**src/rtl/cursor_select_if.sv**
```systemverilog
// Signal bundle between the cursor/select controller and the board side
// (raw pushbuttons, game logic). clk and rst stay plain ports on the controller.
interface cursor_select_if;
    logic        btn_up;
    logic        btn_down;
    logic        btn_left;
    logic        btn_right;
    logic        btn_sel;
    logic        turn;
    logic [27:0] legal_move;
    logic [5:0]  cursor_loc;
    logic [5:0]  select_loc;
    logic        phase;
    logic        move_ok;
    logic        sel_err;

    // No back-pressure: move_ok/sel_err are one-cycle pulses that game logic must
    // sample on the cycle they are high; legal_move answers select_loc one cycle later.
    modport master (
        output btn_up, btn_down, btn_left, btn_right, btn_sel, turn, legal_move,
        input  cursor_loc, select_loc, phase, move_ok, sel_err
    );

    modport slave (
        input  btn_up, btn_down, btn_left, btn_right, btn_sel, turn, legal_move,
        output cursor_loc, select_loc, phase, move_ok, sel_err
    );
endinterface

```
**src/rtl/cursor_select_ctrl.sv**
```systemverilog
// Board cursor and piece/destination selection: debounced buttons drive a cursor,
// and a small FSM commits a piece, checks legal destinations and commits the move.
module cursor_select_ctrl #(
    parameter int DEBOUNCE_CYCLES = 500000,
    parameter int SETTLE_CYCLES   = 8
) (
    input  logic           clk,
    input  logic           rst,
    cursor_select_if.slave bus,
    output logic [1:0]     state_dbg
);
    localparam int DBW = $clog2(DEBOUNCE_CYCLES + 1);
    localparam int STW = $clog2(SETTLE_CYCLES + 1);
    localparam logic [DBW-1:0] DB_LAST = DBW'(DEBOUNCE_CYCLES - 1);
    localparam logic [STW-1:0] ST_LAST = STW'(SETTLE_CYCLES - 1);

    typedef enum logic [1:0] {
        PICK       = 2'd0,
        WAIT_LEGAL = 2'd1,
        DEST       = 2'd2,
        SETTLE     = 2'd3
    } state_t;

    state_t state, state_nxt;

    // Bit order is the event priority order: sel, up, down, left, right.
    logic [4:0]     raw_n;
    logic [4:0]     sync1, sync2, level, press;
    logic [DBW-1:0] db_cnt [5];

    assign raw_n = {bus.btn_right, bus.btn_left, bus.btn_down, bus.btn_up, bus.btn_sel};

    always_ff @(posedge clk or negedge rst) begin
        if (!rst) begin
            sync1 <= '0;
            sync2 <= '0;
            level <= '0;
            press <= '0;
            for (int i = 0; i < 5; i++) db_cnt[i] <= '0;
        end else begin
            sync1 <= ~raw_n;
            sync2 <= sync1;
            for (int i = 0; i < 5; i++) begin
                press[i] <= 1'b0;
                if (sync2[i] == level[i]) begin
                    db_cnt[i] <= '0;
                end else if (db_cnt[i] == DB_LAST) begin
                    db_cnt[i] <= '0;
                    level[i]  <= sync2[i];
                    press[i]  <= sync2[i];
                end else begin
                    db_cnt[i] <= db_cnt[i] + 1'b1;
                end
            end
        end
    end

    logic ev_sel, ev_up, ev_down, ev_left, ev_right;
    assign ev_sel   = press[0];
    assign ev_up    = press[1] & ~press[0];
    assign ev_down  = press[2] & ~|press[1:0];
    assign ev_left  = press[3] & ~|press[2:0];
    assign ev_right = press[4] & ~|press[3:0];

    logic [5:0]     cursor_q, select_q, cursor_moved;
    logic [27:0]    legal_q;
    logic [1:0]     wait_cnt;
    logic [STW-1:0] settle_cnt;
    logic           turn_q, forced, wait_done, legal_any, dest_hit;
    logic           phase_o, move_ok_o, sel_err_o;

    always_comb begin
        cursor_moved = cursor_q;
        if (ev_up && cursor_q[2:0] != 3'd7)    cursor_moved[2:0] = cursor_q[2:0] + 3'd1;
        if (ev_down && cursor_q[2:0] != 3'd0)  cursor_moved[2:0] = cursor_q[2:0] - 3'd1;
        if (ev_left && cursor_q[5:3] != 3'd0)  cursor_moved[5:3] = cursor_q[5:3] - 3'd1;
        if (ev_right && cursor_q[5:3] != 3'd7) cursor_moved[5:3] = cursor_q[5:3] + 3'd1;
    end

    always_comb begin
        dest_hit = 1'b0;
        for (int i = 0; i < 4; i++)
            if (legal_q[7*i+6] && legal_q[7*i +: 6] == cursor_q) dest_hit = 1'b1;
    end

    assign forced    = (bus.turn != turn_q) && (state != SETTLE);
    assign wait_done = (wait_cnt == 2'd2);
    assign legal_any = bus.legal_move[6] | bus.legal_move[13] | bus.legal_move[20] | bus.legal_move[27];

    always_ff @(posedge clk or negedge rst) begin
        if (!rst) state <= PICK;
        else      state <= state_nxt;
    end

    always_comb begin
        state_nxt = state;
        if (forced) begin
            state_nxt = PICK;
        end else begin
            case (state)
                PICK:       if (ev_sel) state_nxt = WAIT_LEGAL;
                WAIT_LEGAL: if (wait_done) state_nxt = legal_any ? DEST : PICK;
                DEST: begin
                    if (ev_sel) begin
                        if (cursor_q == select_q) state_nxt = PICK;
                        else if (dest_hit)        state_nxt = SETTLE;
                    end
                end
                SETTLE:     if (settle_cnt == ST_LAST) state_nxt = PICK;
                default:    state_nxt = PICK;
            endcase
        end
    end

    always_comb begin
        phase_o   = (state == WAIT_LEGAL) || (state == DEST);
        move_ok_o = 1'b0;
        sel_err_o = 1'b0;
        if (!forced) begin
            case (state)
                WAIT_LEGAL: sel_err_o = wait_done && !legal_any;
                DEST: begin
                    if (ev_sel && cursor_q != select_q) begin
                        move_ok_o = dest_hit;
                        sel_err_o = !dest_hit;
                    end
                end
                default: ;
            endcase
        end
    end

    always_ff @(posedge clk or negedge rst) begin
        if (!rst) begin
            cursor_q   <= 6'o01;
            select_q   <= 6'o03;
            legal_q    <= '0;
            wait_cnt   <= '0;
            settle_cnt <= '0;
            turn_q     <= 1'b0;
        end else begin
            turn_q <= bus.turn;
            if (!forced) begin
                case (state)
                    PICK: begin
                        cursor_q <= cursor_moved;
                        if (ev_sel) begin
                            select_q <= cursor_q;
                            wait_cnt <= '0;
                        end
                    end
                    WAIT_LEGAL: begin
                        if (wait_done) legal_q  <= bus.legal_move;
                        else           wait_cnt <= wait_cnt + 2'd1;
                    end
                    DEST: begin
                        cursor_q <= cursor_moved;
                        if (move_ok_o) begin
                            select_q   <= cursor_q;
                            settle_cnt <= '0;
                        end
                    end
                    SETTLE: settle_cnt <= settle_cnt + 1'b1;
                    default: ;
                endcase
            end
        end
    end

    assign bus.cursor_loc = cursor_q;
    assign bus.select_loc = select_q;
    assign bus.phase      = phase_o;
    assign bus.move_ok    = move_ok_o;
    assign bus.sel_err    = sel_err_o;
    assign state_dbg      = state;
endmodule

```
**src/flat_wrapper.sv**
```systemverilog
// flat-port wrapper written by rule: the top's interface ports become plain ports
module cursor_select_ctrl_flat 
#(
    parameter int DEBOUNCE_CYCLES = 500000,
    parameter int SETTLE_CYCLES   = 8
)
  (clk, rst, state_dbg, bus_btn_up, bus_btn_down, bus_btn_left, bus_btn_right, bus_btn_sel, bus_turn, bus_legal_move, bus_cursor_loc, bus_select_loc, bus_phase, bus_move_ok, bus_sel_err);
  cursor_select_if bus_i ();
  input  logic clk;
  input  logic rst;
  output logic [1:0] state_dbg;
  input wire logic [$bits(bus_i.btn_up)-1:0] bus_btn_up;
  input wire logic [$bits(bus_i.btn_down)-1:0] bus_btn_down;
  input wire logic [$bits(bus_i.btn_left)-1:0] bus_btn_left;
  input wire logic [$bits(bus_i.btn_right)-1:0] bus_btn_right;
  input wire logic [$bits(bus_i.btn_sel)-1:0] bus_btn_sel;
  input wire logic [$bits(bus_i.turn)-1:0] bus_turn;
  input wire logic [$bits(bus_i.legal_move)-1:0] bus_legal_move;
  output wire logic [$bits(bus_i.cursor_loc)-1:0] bus_cursor_loc;
  output wire logic [$bits(bus_i.select_loc)-1:0] bus_select_loc;
  output wire logic [$bits(bus_i.phase)-1:0] bus_phase;
  output wire logic [$bits(bus_i.move_ok)-1:0] bus_move_ok;
  output wire logic [$bits(bus_i.sel_err)-1:0] bus_sel_err;
  assign bus_i.btn_up = bus_btn_up;
  assign bus_i.btn_down = bus_btn_down;
  assign bus_i.btn_left = bus_btn_left;
  assign bus_i.btn_right = bus_btn_right;
  assign bus_i.btn_sel = bus_btn_sel;
  assign bus_i.turn = bus_turn;
  assign bus_i.legal_move = bus_legal_move;
  assign bus_cursor_loc = bus_i.cursor_loc;
  assign bus_select_loc = bus_i.select_loc;
  assign bus_phase = bus_i.phase;
  assign bus_move_ok = bus_i.move_ok;
  assign bus_sel_err = bus_i.sel_err;
  cursor_select_ctrl #(.DEBOUNCE_CYCLES(DEBOUNCE_CYCLES), .SETTLE_CYCLES(SETTLE_CYCLES)) u_core (.clk(clk), .rst(rst), .bus(bus_i), .state_dbg(state_dbg));
endmodule
```
**config.mk**
```make
export PLATFORM = sky130hd
export DESIGN_NAME = cursor_select_ctrl_flat
export DESIGN_NICKNAME = d
export VERILOG_FILES = /design/src/rtl/cursor_select_if.sv /design/src/rtl/cursor_select_ctrl.sv /design/src/flat_wrapper.sv
export SDC_FILE = /design/constraint.sdc
export NUM_CORES = 1
export LEC_CHECK = 0
export ABC_AREA = 1
export BUFFER_PORTS_ARGS = -buffer_cell sky130_fd_sc_hd__buf_2
export CAP_MARGIN = 20
export CORE_UTILIZATION = 50
export CTS_BUF_LIST = sky130_fd_sc_hd__clkbuf_4
export DETAILED_ROUTE_END_ITERATION = 6
export PLACE_DENSITY_LB_ADDON = 0.2
export SLEW_MARGIN = 20
export SYNTH_ARGS = -nofsm -noshare
export SYNTH_HDL_FRONTEND = slang
export SYNTH_SLANG_ARGS = --single-unit
```
**constraint.sdc**
```tcl
create_clock -name clk -period 2.6 [get_ports clk]
set_clock_uncertainty 0.05 [all_clocks]
set_input_delay 0.52 -clock clk [delete_from_list [all_inputs] [get_ports clk]]
set_output_delay 0.52 -clock clk [all_outputs]
set_load 0.03 [all_outputs]
```
==> impl_metrics.ini, run 1 <==
[outcome]
outcome = finished with violations
violations = setup timing

[sta]
finalSetupViolations = 2
max_freq_mhz = 363.8
final.min_clock_period_ns = 2.749
relSlewSlack = 0.6234
fin_crit_sh = 1.057
worst_slew_pin_slew_ns = 0.5590
finalHoldViolations = 0
rsz0062_at_grt = yes
setup_ws_ns = -0.1486
tns_ns = -0.2932
slew_viol_final = 0

[yosys]
postSynthAreaPerCell_sq_um = 8.042
async_reset_ff_frac = 1.000
ys_warn_count = 0
yosys-top-cells-area = dfrtp_1 (48%), nand2_1 (9.6%), nor2_1 (7.2%)
synth.cell_area_sq_um = 8444
synth_top_area_frac = 0.4771
ys_seq_area_frac = 0.4864
synth_edf_count = 0
ys_seq_elements = 164
synthTopCellsByCount = nand2_1 (217), dfrtp_1 (161), nor2_1 (161)
post-synth-top-count-cell = nand2_1
yosysTopAreaCell = dfrtp_1
synth-main-ff-cell = dfrtp_1
synth_fp_nets = 1099
synth_cells = 1050
ys_types = 46

[placed_design]
placed_cells = 1321
place_congestion = 0.8582
hpwl_um = 12760
portBuffers = 52
pre_cts_slack_ns = 0.2585

[setup_path]
critPathLaunchType = flop
r2r_start = u_core.bus.cursor_loc[0]
crit_required_ns = 2.03
worst-setup-path-type = reg2out
r2r_setup_slack_ns = 0.34
setup.worst_path.end_class = output pin
cp.arrival_ns = 2.18
crit_path_max_fanout = 5
crit_start = u_core.bus.cursor_loc[0]

[pwr]
power.share.clock = 0.257
p_int_mw = 3.839
p_leak_nw = 4.477
p_comb_frac = 0.196
p_sw_frac = 0.3138
pwr-share-seq = 0.547
ir_worst_vdd_mv = 0.3744
switching_power_mw = 1.756
power_density_nw_per_um2 = 592.4

[global_routing]
first_global_vias = 6574
grt_start_max_net_pins = 56
grt_pass1_wl_um = 30440
grt.overflow.total = 0
antenna_found_initial = 1
grtUsageTotal = 0.2162

[clock_tree]
cts_max_path_buffers = 2
clock_sinks = 164
clock_latency_ns = 0.54
clock-root-buffer = clkbuf_4
htreeDepth = 4
clkTransAtPathRegs_ns = 0.12
cts_tree = yes
cts_made_buffers = 17

[cells_and_area]
multi_input_area_sq_um = 3701
finalNetCount = 1181
fillers = 1564
final-instance-count-excl-fill = 1366
regArea_sq_um = 4109
syn2layout_area_growth_pct = 11.84
drive_above_1_share = 0.1380

[job]
maxCapViolations = 0

[drt]
drt-initial-drc-count = 518
ant_nets = 0
avgViaCountPerCell = 5.032
first_pass_iters = 5
routedWlPerCell_um = 12.73
wirelength_um = 17380
drc = 0
vias = 6874

[floorplan]
ios = 53
core-area_sq_um = 16520
rows = 47
die_width_um = 132.0
die_h_um = 132.0
die_area_sq_um = 17410
start_util = 0.5110

[worst_hold_path]
hold_path_class = in2reg
hp-start = bus_btn_right
## final timing paths
kind                                             to  cells past startpoint
max                                     bus_sel_err                     13
min                                 u_core.sync1[4]                      2
max reg2reg                u_core.bus.cursor_loc[2]                      9
min reg2reg                         u_core.sync2[2]                      0
max in group asynchronous  u_core.bus.select_loc[0]                      3
min in group asynchronous         u_core.db_cnt[21]                      2
## routing by layer
| layer | global-route usage | vias to the layer above | routed length, um |
|---|---|---|---|
| met1 | 0.2988 | 3211 | 8447 |
| met2 | 0.3460 | 123 | 8091 |
| li1 | - | 3528 | - |
| met5 | 0 | - | 0 |
| met3 | 0.04460 | 12 | 637 |
| met4 | 0.06008 | 0 | 207 |
## state kept, by name (all words and copies together) (netlist names)
| signal | flops |
|---|---|
| u_core.bus.cursor_loc | 6 |
| u_core.bus.select_loc | 6 |
| u_core.db_cnt | 95 |
| u_core.legal_q | 28 |
| u_core.level | 5 |
| u_core.press | 5 |
| u_core.settle_cnt | 4 |
| u_core.state_dbg | 2 |
| u_core.sync1 | 5 |
| u_core.sync2 | 5 |
| u_core.turn_q | 1 |
| u_core.wait_cnt | 2 |
## final cells by class
cell class / instances / share of cell area
sequential: 164 / 0.4351
antenna: 1 / 0.0002650
timing repair buffer: 76 / 0.05379
clock inverter: 12 / 0.01206
tap: 220 / 0.02915
inverter: 155 / 0.06187
clock buffer: 20 / 0.01590
multi-input combinational: 718 / 0.3919
## power groups by stage
stage | clock [mW] | combinational [mW] | sequential, mW
final | 1.44 | 1.09 | 3.06
after floorplan | 0 | 0.703 | 3.11
after detailed placement | 0 | 1.06 | 3.10
after global placement | 0 | 1.04 | 3.11
after CTS | 1.51 | 1.10 | 3.05
after global routing | 1.60 | 1.27 | 3.10
## worst max-delay path, cell delays in order (launching register included)
cell	delay [ns]
dfstp_2	0.63
inv_4	0.06
buf_4	0.13
nand2_1	0.05
nand2_1	0.05
nor2_1	0.11
nand2_1	0.07
nor2_1	0.11
nor2_2	0.06
nand2_1	0.07
nor2_1	0.04
nand2_1	0.07
a21oi_2	0.06
buf_6	0.13
## layout by cell type, fill, tap and decap left out, types with 8 or more instances in the layout
master / synthesis / routed
buf_4: 3 / 17
xor2_1: 38 / 38
clkbuf_4: 0 / 20
nor3_1: 28 / 28
nor2_2: 11 / 15
nand3_1: 59 / 59
nand2_1: 217 / 216
ha_1: 11 / 10
dfrtp_1: 161 / 160
mux2_2: 8 / 8
nor2_1: 161 / 157
buf_2: 4 / 49
inv_1: 149 / 148
o21ai_0: 26 / 26
a21oi_1: 58 / 57
nand4_1: 35 / 35
## logic make-up (layout without fill, tap and decap cells)
group,count (synthesis),in the layout,synth area share
flip-flops,164,164,0.4864
multiplexers,8,8,0.01067
adder cells (fa/ha/maj),13,13,0.02104
buffers and inverters,168,263,0.07749
AO/OA/AOI/OAI,107,107,0.06964
other,0,1,0
AND/OR/NAND/NOR,546,546,0.2891
XOR/XNOR,44,44,0.04564
## timing repair
| item | 4_1_cts | 5_1_grt |
|---|---|---|
| hold buffers | 3 | 0 |
| resized for setup | 13 | 2 |
| gates cloned | 0 | 0 |
| endpoints found under the hold margin | 54 | 0 |
| setup buffers | 7 | 2 |
| endpoints found under the setup margin | 2 | 2 |
| pin swaps | 2 | 3 |
## per-stage QoR
step,instance area [sq um],power [mW],util,hold WS [ns]
final,9444,5.595,0.5715,0.07041
after global routing,9444,5.967,0.5715,0.0009570
after CTS,9422,5.659,0.5702,0.0005104
after detailed placement,9041,4.161,0.5471,0.2950
after global placement,9041,4.154,0.5471,0.2839
after floorplan,8444,3.809,-,0.1744
Note: power is estimated with default switching activity, not from simulation.
==> run 2, diff against run 1 <==
Settings changed: CORE_ASPECT_RATIO set to 0.5, PLACE_DENSITY set to 0.68, PLACE_DENSITY_LB_ADDON 0.2 to not set, SETUP_SLACK_MARGIN set to 0.2.
==> impl_metrics.ini, run 2 (same netlist as run 1, synthesis figures left out) <==
[outcome]
outcome = finished with violations
violations = setup timing

[sta]
final.min_clock_period_ns = 2.794
fin_crit_sh = 1.075
finalSetupViolations = 2
worst_slew_pin_slew_ns = 0.5655
tns_ns = -0.2428
finalHoldViolations = 0
relSlewSlack = 0.6195
setup_ws_ns = -0.1942
rsz0062_at_grt = yes
slew_viol_final = 0
max_freq_mhz = 357.9

[setup_path]
worst-setup-path-type = reg2out
cpMostUsedCell = nor2_1
crit_required_ns = 2.03
setup.worst_path.end_class = output pin
crit_path_max_fanout = 8
cpPeakStageDelay_ns = 0.61
crit_chain = inv_2, nor2_1, nor2_1, nand3_1, nor2_1, nor2_1, nand2_1, nor2_1, nand2_1, a21oi_2, buf_6
critPathLaunchType = flop
slowest_stage = dfstp_2
cp.arrival_ns = 2.22

[worst_hold_path]
hold_path_class = in2reg

[floorplan]
ios = 53
core-area_sq_um = 16430
die_area_sq_um = 17440
die_h_um = 93.90
die_width_um = 185.8
rows = 33
start_util = 0.5139

[pwr]
power_density_nw_per_um2 = 604.0
power.share.clock = 0.271
switching_power_mw = 1.827
p_int_mw = 3.863
ir_worst_vdd_mv = 0.3105
p_leak_nw = 4.456
finalPower_mw = 5.690
p_comb_frac = 0.192
p_sw_frac = 0.3211
pwr-share-seq = 0.537

[cells_and_area]
final_area_sq_um = 9420
reg_top3 = u_core.db_cnt (95), u_core.legal_q (28)
largest-register = u_core.db_cnt
largest_register_ffs = 95
fillers = 1487
finalNetCount = 1177
final_common_cell = nand2_1
num_antenna_cells = 0
drive_above_1_share = 0.1341
syn2layout_area_growth_pct = 11.56
mostFrequentLayoutCells = nand2_1 (216), nor2_1 (160), dfrtp_1 (160), inv_1 (148), nand3_1 (59)

[clock_tree]
cts_tree = yes
clock_sinks = 164
clkTransAtPathRegs_ns = 0.14
clock_latency_ns = 0.56
htreeDepth = 4
cts_made_buffers = 17
cts_max_path_buffers = 2
clock-root-buffer = clkbuf_4

[drt]
drc = 0
avgViaCountPerCell = 5.066
vias = 6930
first_pass_iters = 7
drt-initial-drc-count = 350
routedWlPerCell_um = 12.87
wirelength_um = 17610
ant_nets = 0

[global_routing]
grtUsageTotal = 0.2169
antenna_found_initial = 0
grt_pass1_wl_um = 30110
grt_start_max_net_pins = 61
grt.overflow.total = 0
first_global_vias = 6672

[job]
maxCapViolations = 0

[placed_design]
portBuffers = 52
place_congestion = 0.9213
pre_cts_slack_ns = 0.2868
dpl_cell_area_sq_um = 9046
hpwl_um = 12840
-- run 2: power groups by stage --
stage                     clock network (mW)  registers, mW  logic (mW)
after floorplan                            0           3.11       0.704
after global placement                     0           3.10        1.03
after detailed placement                   0           3.10        1.06
after CTS                               1.59           3.05        1.09
after global routing                    1.68           3.09        1.26
final                                   1.54           3.05        1.09
-- run 2: final cells by class --
cell class | count | area (sq um) | share of cell area
sequential | 164 | 4109 | 0.4362
multi-input combinational | 718 | 3694 | 0.3921
clock buffer | 20 | 150.1 | 0.01594
inverter | 155 | 581.8 | 0.06176
tap | 227 | 284.0 | 0.03015
clock inverter | 12 | 130.1 | 0.01381
timing repair buffer | 72 | 471.7 | 0.05007
-- run 2: layer usage --
metal / global-route usage / part of all wire / vias to the layer above
li1: - / - / 3518
met3: 0.03760 / 0.042 / 16
met5: 0 / 0 / -
met2: 0.3697 / 0.47 / 140
met1: 0.2831 / 0.48 / 3256
met4: 0.06557 / 0.011 / 0
-- run 2: metrics by stage --
| step | cells | util | hold WS, ns |
|---|---|---|---|
| global route | 1368 | 0.5732 | 0.01054 |
| global placement | 1327 | 0.5505 | 0.2850 |
| CTS | 1366 | 0.5721 | 0.003578 |
| detailed placement | 1327 | 0.5505 | 0.2865 |
| floorplan | 1050 | - | 0.1744 |
| finish | 1368 | 0.5732 | 0.03938 |
-- run 2: worst paths after layout --
kind	cells after the start	slack (ns)	endpoint	start
min in group asynchronous	2	0.43	u_core.state_dbg[0]	rst
min	2	0.04	u_core.sync1[4]	bus_btn_right
min reg2reg	0	0.32	u_core.sync2[2]	u_core.sync1[2]
max reg2reg	10	0.53	u_core.db_cnt[73]	u_core.db_cnt[58]
max in group asynchronous	3	1.33	u_core.db_cnt[48]	rst
max	11	-0.19	bus_sel_err	u_core.bus.cursor_loc[0]
-- run 2: what timing repair did --
action                     4_1_cts  5_1_grt
resized for setup                8        1
hold buffers                     1        1
hold endpoints to repair        55        1
pin swaps                        2        1
setup buffers                    6        1
setup endpoints to repair        2        2
-- run 2: worst max-delay path, delay by kind of cell (launching register included) --
kind | cells | cell delay, ns
and+or+nand+nor | 8 | 0.67
DFF | 1 | 0.61
AOI/OAI and AO/OA | 1 | 0.16
buffers and inverters | 2 | 0.25
==> run 3, diff against run 2 <==
Settings changed: PLACE_DENSITY 0.68 to 0.77.
==> impl_metrics.ini, run 3 (same netlist as run 1, synthesis figures left out) <==
[outcome]
outcome = finished with violations
violations = setup timing

[global_routing]
grt_pass1_wl_um = 30420
grt_start_max_net_pins = 65
grtUsageTotal = 0.2173
antenna_found_initial = 1
grt.overflow.total = 0
first_global_vias = 6793

[cells_and_area]
fillers = 1424
final-instance-count-excl-fill = 1376
regArea_sq_um = 4108
largest-register = u_core.db_cnt
syn2layout_area_growth_pct = 12.42
final_common_cell = nand2_1
reg_top3 = u_core.db_cnt (95), u_core.legal_q (28)
multi_input_area_sq_um = 3706
finalNetCount = 1184
largest_register_ffs = 95
drive_above_1_share = 0.1420
final_area_sq_um = 9493
mostFrequentLayoutCells = nand2_1 (215), dfrtp_1 (161), nor2_1 (159), inv_1 (149), nand3_1 (58)

[floorplan]
ios = 53
die_h_um = 93.90
rows = 33
die_area_sq_um = 17440
start_util = 0.5139
die_width_um = 185.8
core-area_sq_um = 16430

[placed_design]
placed_cells = 1332
pre_cts_slack_ns = 0.2865
portBuffers = 52
place_congestion = 0.8564
hpwl_um = 13010
dpl_cell_area_sq_um = 9059

[drt]
drc = 0
first_pass_iters = 5
wirelength_um = 17790
vias = 7086
drt-initial-drc-count = 447
ant_nets = 0
avgViaCountPerCell = 5.150
routedWlPerCell_um = 12.93

[clock_tree]
clock-root-buffer = clkbuf_4
clkTransAtPathRegs_ns = 0.15
clock_latency_ns = 0.53
htreeDepth = 4
cts_max_path_buffers = 2
cts_tree = yes
cts_made_buffers = 17
clock_sinks = 164

[setup_path]
worst-setup-path-type = reg2out
r2r_setup_slack_ns = 0.48
setup.worst_path.end_class = output pin
crit_required_ns = 2.03
crit_path_max_fanout = 4
critPathLaunchType = flop
r2r_start = u_core.db_cnt[57]
cp.arrival_ns = 2.16
rr_worst_depth = 10
timing.rr.end = u_core.db_cnt[73]

[sta]
setup_ws_ns = -0.1344
relSlewSlack = 0.5918
finalSetupViolations = 2
max_freq_mhz = 365.7
final.min_clock_period_ns = 2.734
slew_viol_final = 0
worst_slew_pin_slew_ns = 0.6109
fin_crit_sh = 1.052
finalHoldViolations = 0
rsz0062_at_grt = yes

[job]
maxCapViolations = 0

[worst_hold_path]
hold_path_class = in2reg
hp-start = bus_btn_left
hold_path_end = u_core.sync1[3]
hold_depth = 2

[pwr]
ir_worst_vdd_mv = 0.3001
power_density_nw_per_um2 = 605.3
p_leak_nw = 4.494
finalPower_mw = 5.746
-- run 3: worst max-delay path by stage --
stage	start	to	slack, ns	cells after the start
after floorplan	u_core.bus.cursor_loc[0]	bus_sel_err	0.27	11
after global placement	u_core.bus.cursor_loc[0]	bus_sel_err	0.34	11
after detailed placement	u_core.bus.cursor_loc[0]	bus_sel_err	0.29	11
after CTS	u_core.bus.cursor_loc[0]	bus_sel_err	-0.17	12
after global routing	u_core.bus.cursor_loc[0]	bus_sel_err	-0.31	12
final	u_core.bus.cursor_loc[0]	bus_sel_err	-0.13	12
-- run 3: metal layers --
| layer | wire length [um] | vias to the layer above | share of wire | track usage |
|---|---|---|---|---|
| li1 | - | 3549 | - | - |
| met1 | 8447 | 3378 | 0.47 | 0.2812 |
| met2 | 8612 | 141 | 0.48 | 0.3778 |
| met3 | 527 | 18 | 0.030 | 0.03643 |
| met4 | 206 | 0 | 0.012 | 0.05806 |
| met5 | 0 | - | 0 | 0 |
-- run 3: per-stage QoR --
step | util | TNS, ns | hold slack [ns]
after floorplan | - | 0 | 0.1744
after global placement | 0.5512 | 0 | 0.2824
after detailed placement | 0.5512 | 0 | 0.2873
after CTS | 0.5754 | -0.2284 | 0.006914
after global routing | 0.5777 | -0.5371 | 0.003534
final | 0.5777 | -0.1538 | 0.05078
-- run 3: cell type report --
cell class,count,area share
timing repair buffer,79,0.05299
sequential,164,0.4327
clock inverter,15,0.01898
clock buffer,17,0.01344
tap,227,0.02992
multi-input combinational,718,0.3904
inverter,155,0.06129
antenna,1,0.0002636
-- run 3: worst max-delay path, stage by stage (launching register included) --
cell and delay (ns):
dfstp_2 0.60, buf_6 0.10, nand2_2 0.05, nand2_1 0.06, nor2_1 0.04, nand2_1 0.06
nor2_1 0.04, nor2_1 0.15, nand2_1 0.10, nor2_1 0.09, nand2_1 0.06, a21oi_2 0.15
buf_6 0.15
-- run 3: where the power goes --
part           switching, mW  total, mW  internal [mW]  leakage [nW]
Clock                  0.934       1.61          0.676         0.160
Sequential             0.204       3.05           2.84          2.15
Combinational          0.682       1.09          0.405          2.19
-- run 3: timing repair --
| item | CTS | global route |
|---|---|---|
| endpoints found under the hold margin | 56 | 1 |
| setup endpoints to repair | 2 | 2 |
| buffers inserted | 7 | 2 |
| hold buffers | 1 | 1 |
| gates resized for setup | 9 | 3 |
| pin swaps | 1 | 3 |
